File: config.mk
export PLATFORM = sky130hd
export DESIGN_NAME = distribute_1xn_cmd_flow_buf
export DESIGN_NICKNAME = d
export VERILOG_FILES = /design/src/rtl/distribute_1xn_cmd_flow_buf_pkg.sv /design/src/rtl/distribute_out_fifo.sv /design/src/rtl/distribute_1xn_cmd_flow_buf.sv
export SDC_FILE = /design/constraint.sdc
export NUM_CORES = 1
export LEC_CHECK = 0
export CORE_MARGIN = 1
export CORE_UTILIZATION = 50
export CTS_BUF_LIST = sky130_fd_sc_hd__clkbuf_2 sky130_fd_sc_hd__clkbuf_4 sky130_fd_sc_hd__clkbuf_8
export CTS_CLUSTER_DIAMETER = 100
export CTS_CLUSTER_SIZE = 28
export DETAILED_ROUTE_END_ITERATION = 16
export PLACE_DENSITY = 0.86
export SYNTH_ARGS = -nofsm -noshare
export SYNTH_HDL_FRONTEND = slang
export SYNTH_HIERARCHICAL = 1
export SYNTH_SLANG_ARGS = --single-unit
File: constraint.sdc
create_clock -name clk -period 3.5 [get_ports clk]
set_input_delay 0.35 -clock clk [delete_from_list [all_inputs] [get_ports clk]]
set_output_delay 0.35 -clock clk [all_outputs]
set_load 0.01 [all_outputs]
File: src/rtl/distribute_1xn_cmd_flow_buf_pkg.sv
// rtl/distribute_1xn_cmd_flow_buf_pkg.sv - shared helpers for distribute/reduce tree nodes
//
// Purpose: width helpers reused by the distribute and reduce nodes.
//   clog2         : ceiling log2 of a positive value (1 -> 0, 2 -> 1, 4 -> 2, ...)
//   out_cmd_width : width of the command forwarded to the next tree stage once
//                   this stage's destination mask has been stripped off. The
//                   result is never 0; a last stage forwards a single 1'b0.
package distribute_1xn_cmd_flow_buf_pkg;

  function automatic int clog2(input int value);
    int r;
    int v;
    r = 0;
    v = value - 1;
    while (v > 0) begin
      r = r + 1;
      v = v >> 1;
    end
    return r;
  endfunction

  function automatic int out_cmd_width(input int in_cmd_width, input int tag_width);
    return (in_cmd_width > tag_width) ? (in_cmd_width - tag_width) : 1;
  endfunction

endpackage

File: src/rtl/distribute_out_fifo.sv
// rtl/distribute_out_fifo.sv - per-output synchronous FIFO for the 1xN distributor
//
// Purpose: small first-word-fall-through FIFO holding {payload, forwarded cmd}.
// Ports:
//   clk   in   rising-edge clock
//   rst   in   asynchronous active-low reset; clears pointers and count
//   push  in   write din this edge (ignored when full)
//   pop   in   drop the head entry this edge (ignored when empty)
//   din   in   WIDTH-bit entry to write
//   dout  out  current head entry (contents undefined when empty)
//   count out  number of stored entries, 0..DEPTH
//   empty out  count == 0
module distribute_out_fifo
  import distribute_1xn_cmd_flow_buf_pkg::*;
#(
  parameter int WIDTH = 34,
  parameter int DEPTH = 2,
  localparam int AW   = clog2(DEPTH),
  localparam int CW   = clog2(DEPTH) + 1
) (
  input  logic             clk,
  input  logic             rst,
  input  logic             push,
  input  logic             pop,
  input  logic [WIDTH-1:0] din,
  output logic [WIDTH-1:0] dout,
  output logic [CW-1:0]    count,
  output logic             empty
);

  localparam logic [CW-1:0] DEPTH_C = CW'(DEPTH);

  logic [WIDTH-1:0] mem [DEPTH];
  logic [AW-1:0]    wr_ptr;
  logic [AW-1:0]    rd_ptr;
  logic             full;
  logic             do_push;
  logic             do_pop;

  assign empty   = (count == '0);
  assign full    = (count == DEPTH_C);
  assign do_push = push & ~full;
  assign do_pop  = pop & ~empty;
  assign dout    = mem[rd_ptr];

  // Storage needs no reset: the count gates whether an entry is ever seen.
  always_ff @(posedge clk) begin
    if (do_push) begin
      mem[wr_ptr] <= din;
    end
  end

  // DEPTH is a power of two, so the pointers wrap by plain overflow.
  always_ff @(posedge clk or negedge rst) begin
    if (!rst) begin
      wr_ptr <= '0;
      rd_ptr <= '0;
      count  <= '0;
    end else begin
      if (do_push) wr_ptr <= wr_ptr + 1'b1;
      if (do_pop)  rd_ptr <= rd_ptr + 1'b1;
      case ({do_push, do_pop})
        2'b10:   count <= count + 1'b1;
        2'b01:   count <= count - 1'b1;
        default: count <= count;
      endcase
    end
  end

endmodule

File: src/rtl/distribute_1xn_cmd_flow_buf.sv
// rtl/distribute_1xn_cmd_flow_buf.sv - buffered 1xN command-flow distributor
//
// Purpose: fans one valid/ready input stream out to NUM_DATA_OUT outputs. The
// top DESTINATION_TAG_WIDTH bits of i_cmd select the outputs (unicast or
// multicast); the remaining low bits travel with the flit to the next stage.
// Each output has its own FIFO so a stalled output never loses data.
// Ports:
//   clk, rst    clock and asynchronous active-low reset
//   i_en        acceptance enable (outputs keep draining when low)
//   i_valid     input flit valid
//   o_ready     input accepted this cycle when i_valid is also high
//   i_data_bus  input payload
//   i_cmd       {this stage's mask, next-stage command}
//   o_valid     per-output valid
//   i_ready     per-output downstream ready
//   o_data_bus  output k at [k*DATA_WIDTH +: DATA_WIDTH], zero when empty
//   o_cmd       output k at [k*OUT_COMMAND_WIDTH +: OUT_COMMAND_WIDTH], zero when empty
//   o_drop      one-cycle pulse after a zero-mask flit was accepted and discarded
module distribute_1xn_cmd_flow_buf
  import distribute_1xn_cmd_flow_buf_pkg::*;
#(
  parameter int DATA_WIDTH            = 32,
  parameter int NUM_DATA_OUT          = 4,
  parameter int DESTINATION_TAG_WIDTH = NUM_DATA_OUT,
  parameter int IN_COMMAND_WIDTH      = 6,
  parameter int FIFO_DEPTH            = 2,
  localparam int OUT_COMMAND_WIDTH    = out_cmd_width(IN_COMMAND_WIDTH, DESTINATION_TAG_WIDTH)
) (
  input  logic                                  clk,
  input  logic                                  rst,
  input  logic                                  i_en,
  input  logic                                  i_valid,
  output logic                                  o_ready,
  input  logic [DATA_WIDTH-1:0]                 i_data_bus,
  input  logic [IN_COMMAND_WIDTH-1:0]           i_cmd,
  output logic [NUM_DATA_OUT-1:0]               o_valid,
  input  logic [NUM_DATA_OUT-1:0]               i_ready,
  output logic [NUM_DATA_OUT*DATA_WIDTH-1:0]    o_data_bus,
  output logic [NUM_DATA_OUT*OUT_COMMAND_WIDTH-1:0] o_cmd,
  output logic                                  o_drop
);

  localparam int FW = DATA_WIDTH + OUT_COMMAND_WIDTH;
  localparam int CW = clog2(FIFO_DEPTH) + 1;
  localparam logic [CW-1:0] DEPTH_C = CW'(FIFO_DEPTH);

  logic [DESTINATION_TAG_WIDTH-1:0] mask;
  logic [OUT_COMMAND_WIDTH-1:0]     next_cmd;
  logic [FW-1:0]                    fifo_din;
  logic [FW-1:0]                    fifo_dout [NUM_DATA_OUT];
  logic [CW-1:0]                    fifo_cnt  [NUM_DATA_OUT];
  logic [NUM_DATA_OUT-1:0]          fifo_empty;
  logic [NUM_DATA_OUT-1:0]          lane_room;
  logic [NUM_DATA_OUT-1:0]          push;
  logic [NUM_DATA_OUT-1:0]          pop;
  logic                             accept;

  assign mask = i_cmd[IN_COMMAND_WIDTH-1 -: DESTINATION_TAG_WIDTH];

  if (IN_COMMAND_WIDTH > DESTINATION_TAG_WIDTH) begin : g_fwd_cmd
    assign next_cmd = i_cmd[IN_COMMAND_WIDTH-DESTINATION_TAG_WIDTH-1:0];
  end else begin : g_last_stage
    assign next_cmd = '0;
  end

  assign fifo_din = {i_data_bus, next_cmd};

  // Ready looks only at registered counts, never at i_ready, so a pop in the
  // same cycle does not open a slot until the next cycle. Multicast is
  // all-or-nothing: every selected lane must have room.
  assign o_ready = rst & i_en & (&(~mask | lane_room));
  assign accept  = i_valid & o_ready;
  assign push    = {NUM_DATA_OUT{accept}} & mask;
  assign pop     = o_valid & i_ready;

  for (genvar k = 0; k < NUM_DATA_OUT; k++) begin : g_lane
    distribute_out_fifo #(
      .WIDTH (FW),
      .DEPTH (FIFO_DEPTH)
    ) u_fifo (
      .clk   (clk),
      .rst   (rst),
      .push  (push[k]),
      .pop   (pop[k]),
      .din   (fifo_din),
      .dout  (fifo_dout[k]),
      .count (fifo_cnt[k]),
      .empty (fifo_empty[k])
    );

    assign lane_room[k] = (fifo_cnt[k] < DEPTH_C);
    assign o_valid[k]   = ~fifo_empty[k];
    assign o_data_bus[k*DATA_WIDTH +: DATA_WIDTH] =
      fifo_empty[k] ? '0 : fifo_dout[k][FW-1 -: DATA_WIDTH];
    assign o_cmd[k*OUT_COMMAND_WIDTH +: OUT_COMMAND_WIDTH] =
      fifo_empty[k] ? '0 : fifo_dout[k][OUT_COMMAND_WIDTH-1:0];
  end

  always_ff @(posedge clk or negedge rst) begin
    if (!rst) begin
      o_drop <= 1'b0;
    end else begin
      o_drop <= accept & (mask == '0);
    end
  end

endmodule

==> results.env, run 1 <==
STATUS='finished clean'
SYNTH_TOP_CELLS_BY_COUNT='272 x edfxtp_1, 140 x nor2b_1, 116 x mux2_4'
PLACED_CELLS_INCL_TAPS=1164
CTS_MAX_LEVEL=1
MAX-SLEW-MARGIN-REL=0.359
MAXIMUM_NUMBER_OF_PINS_ON_ONE_NET_BEFORE_GLOBAL_ROUTE_REPAIR=38
NETS=911
WORSTMARGINPINSLEW_PS=959
ROUTE.DETAILED.DRC=0
CTS.REPORTEDPATHS.CLKPINSLEW_PS=150
INITIAL_CORE_UTILIZATION=0.514
GRT_PASS1_VIAS=6446
ROUTED_WIRELENGTH_MICRONS=26100
PLACE_HPWL_MICRONS=17000
TIMING.FINAL.CRIT_PERIOD_PS=3080
CLOCK_SINK_COUNT=289
PLACEMENT_ROWS=56
YOSYSMOSTFREQUENTCELL='edfxtp_1'
REPORT.FINAL.SLEW_VIOL_COUNT=0
DRT_ITER0_MARKERS=595
ENDPOINT_KIND='output port'
FINALSETUPTNS_PS=0
DIEAREA_SQ_UM=24900
P_LEAK_nW=5.22
NUM_IO_PINS=188
DOMINANTREGCELLSYNTH='edfxtp_1'
NUMBER_OF_REGISTER_BITS_INFERRED_BY_SYNTHESIS=289
HOLD_VIOLATIONS=0
FIRST_PASS_ITERS=5
CLOCK_TREE.BUFFER_DEPTH=3
SYN_NETS=714
DIE_WIDTH_MICRONS=158
GRT_PASS1_WL_MICRONS=38400
CTSHOLDBUFFERS=0
DRT-WIRELENGTH-PER-CELL_MICRONS=22.0
CAP_VIOL_MAX_COUNT=0
SYNTH_TOP_AREA_CELL='edfxtp_1'
SYNTH.CELL_AREA_SQ_UM=12100
DIE_HEIGHT_MICRONS=158
PWR_DENSITY_CELL_nW_PER_UM2=699
ROUTABILITYCONGESTION=0.749
DPL-INSTANCE-AREA_SQ_UM=14500
FINAL-INSTANCE-COUNT-EXCL-FILL=1184
DRTANTENNAVIOLNETS=0
NUMBER_OF_ANTENNA_VIOLATIONS_AT_THE_FIRST_CHECK_IN_GLOBAL_ROUTING=1
CRITPATHMAXFANOUT=18
SYNTHARSTFLOPSHARE=0.0588
SYNTH_TOP_AREA_SHARE=0.673
VDD_DROP_MAX_V=0.000525
ARRIVAL_TIME_OF_THE_WORST_SETUP_PATH_PS=2730
SYNTH_CELLS=664
RSZ0062_AT_GRT='no'
CLOCK.FMAX_MHz=325
FIN_WORST_SKEW_PS=43.5
SYNTH_SEQUENTIAL_AREA_RATIO=0.708
SYNTHDISTINCTLIBCELLS=20
CTS_POST_SETUP_BUFFERS_INSERTED=0
FINAL_AREA_SQ_UM=14800
FINAL_LAYOUT_SIZE_SUFFIX_GT1_FRAC=0.210
LAYOUT.FILLER_CELLS=1683
POSTCTSRESIZEDCELLS=0
WORST_SETUP_PATH_START_KIND='flip-flop'
IO_PORT_BUFS=187
TOTALPOWERFINAL_W=0.0103
CRIT_TYPE='reg -> out'
CTS_ROOT_BUFFER='clkbuf_8'
VIAS=6194
CRITICAL_PATH_REQUIRED_PS=3150
YS_WARN_COUNT=6
DRT_VIA_DENSITY=5.23
GRT_USAGE=0.210
EDFF_COUNT_SYNTH=272
FP.COREAREA_SQ_UM=23600
CLOCK_INSERTION_DELAY_WORST_SKEW_PS=550
GRT.OVERFLOW.TOTAL=0
DP_SLACK_PS=720
AREA_GROWTH_PCT=21.7
ANTENNA_CELLS=0
WORST_SLACK_PS=419
NUMCTSBUFFERS=14
CLOCK_TREE_FROM_TRITONCTS='done'
SYNTH.AREA.TOP_CELLS='edfxtp_1 67%, mux2_4 14%, nor2b_1 7.2%, dfrtp_1 3.5%, mux2_1 1.9%'
AVGSYNTHCELLAREA_SQ_UM=18.3
TIMING.FINAL.SETUP_VIOLATIONS=0
MIN_PATH_TYPE='in -> async'
FINALCRITPERIODSHARE=0.880
-- layout make-up --
cell class              instances  area, sq um  share of cell area
clock buffers                  19          236              0.0160
clock inverters                 1         20.0             0.00136
inverters                      12         45.0             0.00305
multi-input cells             335         3360               0.228
flip-flops and latches        289         8600               0.582
well taps                     319          399              0.0270
repair buffers                209         2110               0.143
-- placed cells by master, fill, tap and decap left out, types with 4 or more instances in the layout --
cell type	count
dfrtp_1	13
dfrtp_2	4
edfxtp_1	272
clkdlybuf4s50_1	187
clkbuf_4	4
buf_4	16
mux2_1	20
ha_1	4
nor2b_1	140
xnor2_1	16
xor2_1	4
nor2b_2	4
o21ai_2	4
and2_1	5
nor2_1	4
inv_1	12
buf_12	6
nor2_4	12
clkbuf_8	15
mux2_4	116
-- where the power goes --
part | total, W | internal [W] | switching [W]
logic | 0.00458 | 0.00258 | 0.00200
registers | 0.00430 | 0.00394 | 0.000360
clock network | 0.00144 | 0.000457 | 0.000983
total | 0.0103 | 0.00698 | 0.00334
-- metrics by stage --
step                utilization  hold slack [ps]
finish                    0.626              127
global route              0.626              126
CTS                       0.626              121
detailed placement        0.615              541
global placement          0.615              533
floorplan                     -             54.4
-- registers in the layout (all words and copies together), names as in the netlist --
name	cells
o_drop	1
g_lane.u_fifo/rd_ptr	4
g_lane.u_fifo/mem	272
g_lane.u_fifo/count	8
g_lane.u_fifo/wr_ptr	4
-- critical path: stages, from the launching register on --
cell,delay (ps)
dfrtp_2,820
buf_4,350
mux2_4,320
nor2b_1,150
clkdlybuf4s50_1,520
-- metal layers --
metal | up-vias | share of wire | GRT usage
li1 | 2790 | - | -
met1 | 3184 | 0.44 | 0.291
met2 | 189 | 0.49 | 0.353
met3 | 31 | 0.046 | 0.0266
met4 | 0 | 0.020 | 0.0550
met5 | - | 0 | 0
-- cells by family after synthesis --
group / Yosys count / synth area share
simple gates: 170 / 0.0854
fa+ha+maj: 4 / 0.00412
buf+inv: 40 / 0.0223
mux: 136 / 0.162
xor+xnor: 20 / 0.0144
compound gates: 5 / 0.00371
flops: 289 / 0.708
-- path summary, 6_finish.rpt --
path	endpoint	slack (ps)	from	cells past startpoint
setup / recovery	o_data_bus[78]	420	g_lane[2].u_fifo/rd_ptr$_DFFE_PN0P_	4
hold / removal	g_lane[2].u_fifo/count[0]$_DFFE_PN0P_	130	rst	2
setup reg to reg	g_lane[0].u_fifo/mem[0][32]$_DFFE_PP_	990	g_lane[0].u_fifo/count[1]$_DFFE_PN0P_	6
hold reg to reg	g_lane[1].u_fifo/wr_ptr$_DFFE_PN0P_	560	g_lane[1].u_fifo/wr_ptr$_DFFE_PN0P_	1
max in group asynchronous	g_lane[2].u_fifo/rd_ptr$_DFFE_PN0P_	3170	rst	2
min in group clk	o_drop$_DFF_PN0_	420	i_valid	2
No activity file was read; power rests on OpenSTA's default activity.
==> run 2, diff against run 1 <==
--- a/config.mk
+++ b/config.mk
@@ -11,6 +11,7 @@
 export CTS_CLUSTER_DIAMETER = 100
 export CTS_CLUSTER_SIZE = 28
 export DETAILED_ROUTE_END_ITERATION = 16
+export HOLD_SLACK_MARGIN = 0.1
 export PLACE_DENSITY = 0.86
 export SYNTH_ARGS = -nofsm -noshare
 export SYNTH_HDL_FRONTEND = slang
==> results of run 2 <==
Same layout as run 1: the final DEF is identical, and so are final timing and power.
==> run 3, diff against run 2 <==
--- a/config.mk
+++ b/config.mk
@@ -11,8 +11,9 @@
 export CTS_CLUSTER_DIAMETER = 100
 export CTS_CLUSTER_SIZE = 28
 export DETAILED_ROUTE_END_ITERATION = 16
+export DONT_BUFFER_PORTS = 1
 export HOLD_SLACK_MARGIN = 0.1
-export PLACE_DENSITY = 0.86
+export PLACE_DENSITY = 0.76
 export SYNTH_ARGS = -nofsm -noshare
 export SYNTH_HDL_FRONTEND = slang
 export SYNTH_HIERARCHICAL = 1
==> constraint.sdc (replaced) <==
create_clock -name clk -period 3.67 [get_ports clk]
set_input_delay 0.367 -clock clk [delete_from_list [all_inputs] [get_ports clk]]
set_output_delay 0.367 -clock clk [all_outputs]
set_load 0.01 [all_outputs]
==> run 3 against run 2 <==
Utilization shrank 7.1 points; worst hold slack improved by 98 ps; wire length decreased by 5.7%; register-to-register slack got worse by 60 ps; global-route usage decreased by 0.95 points; critical path depth fell by 2; power down 19%; count of clock-buffer cells in the layout fell by 2; sequential power barely moved; critical endpoint is now o_data_bus[118]; largest cell class unchanged; highest routed layer unchanged.
==> results.env, run 3 (same netlist as run 1, synthesis figures left out) <==
POWER.SEQUENTIAL.FRACTION=0.510
DIE_HEIGHT_MICRONS=158
CLOCK_POWER_SHARE=0.155
COMMONEST_NON_FILL_NON_TAP_CELL_IN_THE_LAYOUT='edfxtp_1'
DIEAREA_SQ_UM=24900
CTS_POST_SETUP_BUFFERS_INSERTED=0
ROUTABILITYCONGESTION=0.770
DRT-WIRELENGTH-PER-CELL_MICRONS=24.0
HOLD_VIOLATIONS=0
LAYOUT.FILLER_CELLS=1774
AREA_OCCUPIED_BY_MULTI_INPUT_GATES_SQ_UM=3360
MAX-SLEW-MARGIN-REL=0.176
CTS_MAX_LEVEL=1
CLOCK_TREE_FROM_TRITONCTS='done'
LARGEST_REG_FLOPS=272
PLACE_HPWL_MICRONS=16100
TOTALPOWERFINAL_W=0.00838
DRT_ITER0_MARKERS=369
NUMBER_OF_ANTENNA_VIOLATIONS_AT_THE_FIRST_CHECK_IN_GLOBAL_ROUTING=3
NETSWITCHINGFRACTION=0.350
FIN_WORST_SKEW_PS=28.0
TIMING.FINAL.SETUP_VIOLATIONS=0
CRIT_TYPE='reg -> out'
ARRIVAL_TIME_OF_THE_WORST_SETUP_PATH_PS=2450
CLOCK_TREE.BUFFER_DEPTH=3
POWER_FRAC_COMB=0.335
GRT.OVERFLOW.TOTAL=0
DIE_WIDTH_MICRONS=158
FIRST_PASS_ITERS=4
MAXIMUM_NUMBER_OF_PINS_ON_ONE_NET_BEFORE_GLOBAL_ROUTE_REPAIR=36
CRITPATHMAXFANOUT=35
POSTCTSRESIZEDCELLS=0
NUMCTSBUFFERS=14
POWER.INTERNAL_W=0.00545
WORST_R2R_PATH_DEPTH=5
ROUTED_WIRELENGTH_MICRONS=24600
CLOCK.FMAX_MHz=355
TIMING.FINAL.CRIT_PERIOD_PS=2810
GRT_USAGE=0.201
CRIT_CHAIN='mux2_4 > nor2b_1'
WORST_SETUP_PATH_START_KIND='flip-flop'
DRT_VIA_DENSITY=5.42
CTS.REPORTEDPATHS.CLKPINSLEW_PS=160
FINAL_LAYOUT_SIZE_SUFFIX_GT1_FRAC=0.241
GRT_PASS1_VIAS=5834
CRITPATHSLOWESTCELL='dfrtp_2'
REPORT.FINAL.SLEW_VIOL_COUNT=0
STATUS='finished clean'
FINAL-SEQ-AREA_SQ_UM=8600
WORSTMARGINPINSLEW_PS=1240
CLOCK_SINK_COUNT=289
REG.LARGEST.LIST='g_lane.u_fifo/mem x272, g_lane.u_fifo/count x8'
CTS_ROOT_BUFFER='clkbuf_8'
CRITICAL_PATH_REQUIRED_PS=3300
DRTANTENNAVIOLNETS=0
IO_PORT_BUFS=0
CRIT_PATH_MAX_INCR_DELAY_PS=1210
VIAS=5554
FINALSETUPTNS_PS=0
MIN_PATH_TYPE='in -> reg'
NETS=750
CAP_VIOL_MAX_COUNT=0
VDD_DROP_MAX_V=0.000316
MOSTFREQUENTLAYOUTCELLS='272 x edfxtp_1, 140 x nor2b_1, 116 x mux2_4'
RSZ0062_AT_GRT='no'
AREA_GROWTH_PCT=8.00
P_LEAK_nW=4.58
PWR_DENSITY_CELL_nW_PER_UM2=639
ROUTE.DETAILED.DRC=0
POWER.SWITCHING_W=0.00293
PLACEMENT_ROWS=56
NUMBER_OF_CELLS_ON_THE_WORST_HOLD_PATH=3
MAX_FLOP_REGISTER='g_lane.u_fifo/mem'
FP.COREAREA_SQ_UM=23600
NUM_IO_PINS=188
FINALCRITPERIODSHARE=0.767
GRT_PASS1_WL_MICRONS=36700
INITIAL_CORE_UTILIZATION=0.514
ENDPOINT_KIND='output port'
CLOCK_INSERTION_DELAY_WORST_SKEW_PS=520
[run 3: cell count changes in the layout (fill, tap and decap cells not counted), sizes merged]
cell | before | now
clkdlybuf4s50 | 187 | 0
dlygate4sd3 | 0 | 37
buf | 22 | 11
diode | 0 | 3
clkbuf | 19 | 17
[run 3: per-layer routing]
| metal | vias to the layer above | part of all wire | global-route usage |
|---|---|---|---|
| met5 | - | 0 | 0 |
| met2 | 192 | 0.47 | 0.317 |
| met1 | 2861 | 0.41 | 0.268 |
| met3 | 30 | 0.096 | 0.0668 |
| met4 | 0 | 0.019 | 0.0499 |
| li1 | 2471 | - | - |
[run 3: cell type report]
class                      count  area share
antenna                        3    0.000573
clock inverter                 1     0.00153
tap                          319      0.0305
timing repair buffer          48      0.0346
sequential                   289       0.656
inverter                      12     0.00344
multi-input combinational    335       0.257
clock buffer                  17      0.0169
[run 3: metrics by stage]
step	setup WS, ps	area [sq um]	utilization	cells	hold WS (ps)
after floorplan	638	12100	-	664	71.4
after global placement	1080	12500	0.529	966	71.8
after detailed placement	934	12500	0.529	966	71.7
after CTS	825	13100	0.555	1021	193
after global routing	715	13100	0.555	1024	215
final	856	13100	0.555	1024	225
[run 3: worst max-delay path, delay by kind of cell (launching register included)]
family / cells / cell delay [ps]
AND/OR/NAND/NOR: 1 / 390
flip-flops: 1 / 1210
multiplexers: 1 / 300
[run 3: power by group through the flow]
stage               registers, W  clock network (W)  logic (W)
floorplan                0.00391                  0    0.00257
global placement         0.00434                  0    0.00272
detailed placement       0.00436                  0    0.00274
CTS                      0.00429            0.00134    0.00284
global route             0.00432            0.00143    0.00300
finish                   0.00428            0.00130    0.00281
[run 3: path summary, 6_finish.rpt]
check | startpoint | to | slack, ps
max in group asynchronous | rst | g_lane[1].u_fifo/rd_ptr$_DFFE_PN0P_ | 2800
worst max-delay path | g_lane[3].u_fifo/rd_ptr$_DFFE_PN0P_ | o_data_bus[118] | 860
worst min register to register | g_lane[2].u_fifo/wr_ptr$_DFFE_PN0P_ | g_lane[2].u_fifo/wr_ptr$_DFFE_PN0P_ | 580
min in group asynchronous | rst | g_lane[3].u_fifo/count[0]$_DFFE_PN0P_ | 340
worst max register to register | g_lane[0].u_fifo/count[1]$_DFFE_PN0P_ | g_lane[3].u_fifo/mem[1][23]$_DFFE_PP_ | 930
worst min-delay path | i_ready[1] | g_lane[1].u_fifo/rd_ptr$_DFFE_PN0P_ | 220
[run 3: repair_timing]
item	in CTS	in global routing
hold endpoints to repair	290	0
hold buffers	37	0
endpoints found under the setup margin	0	0
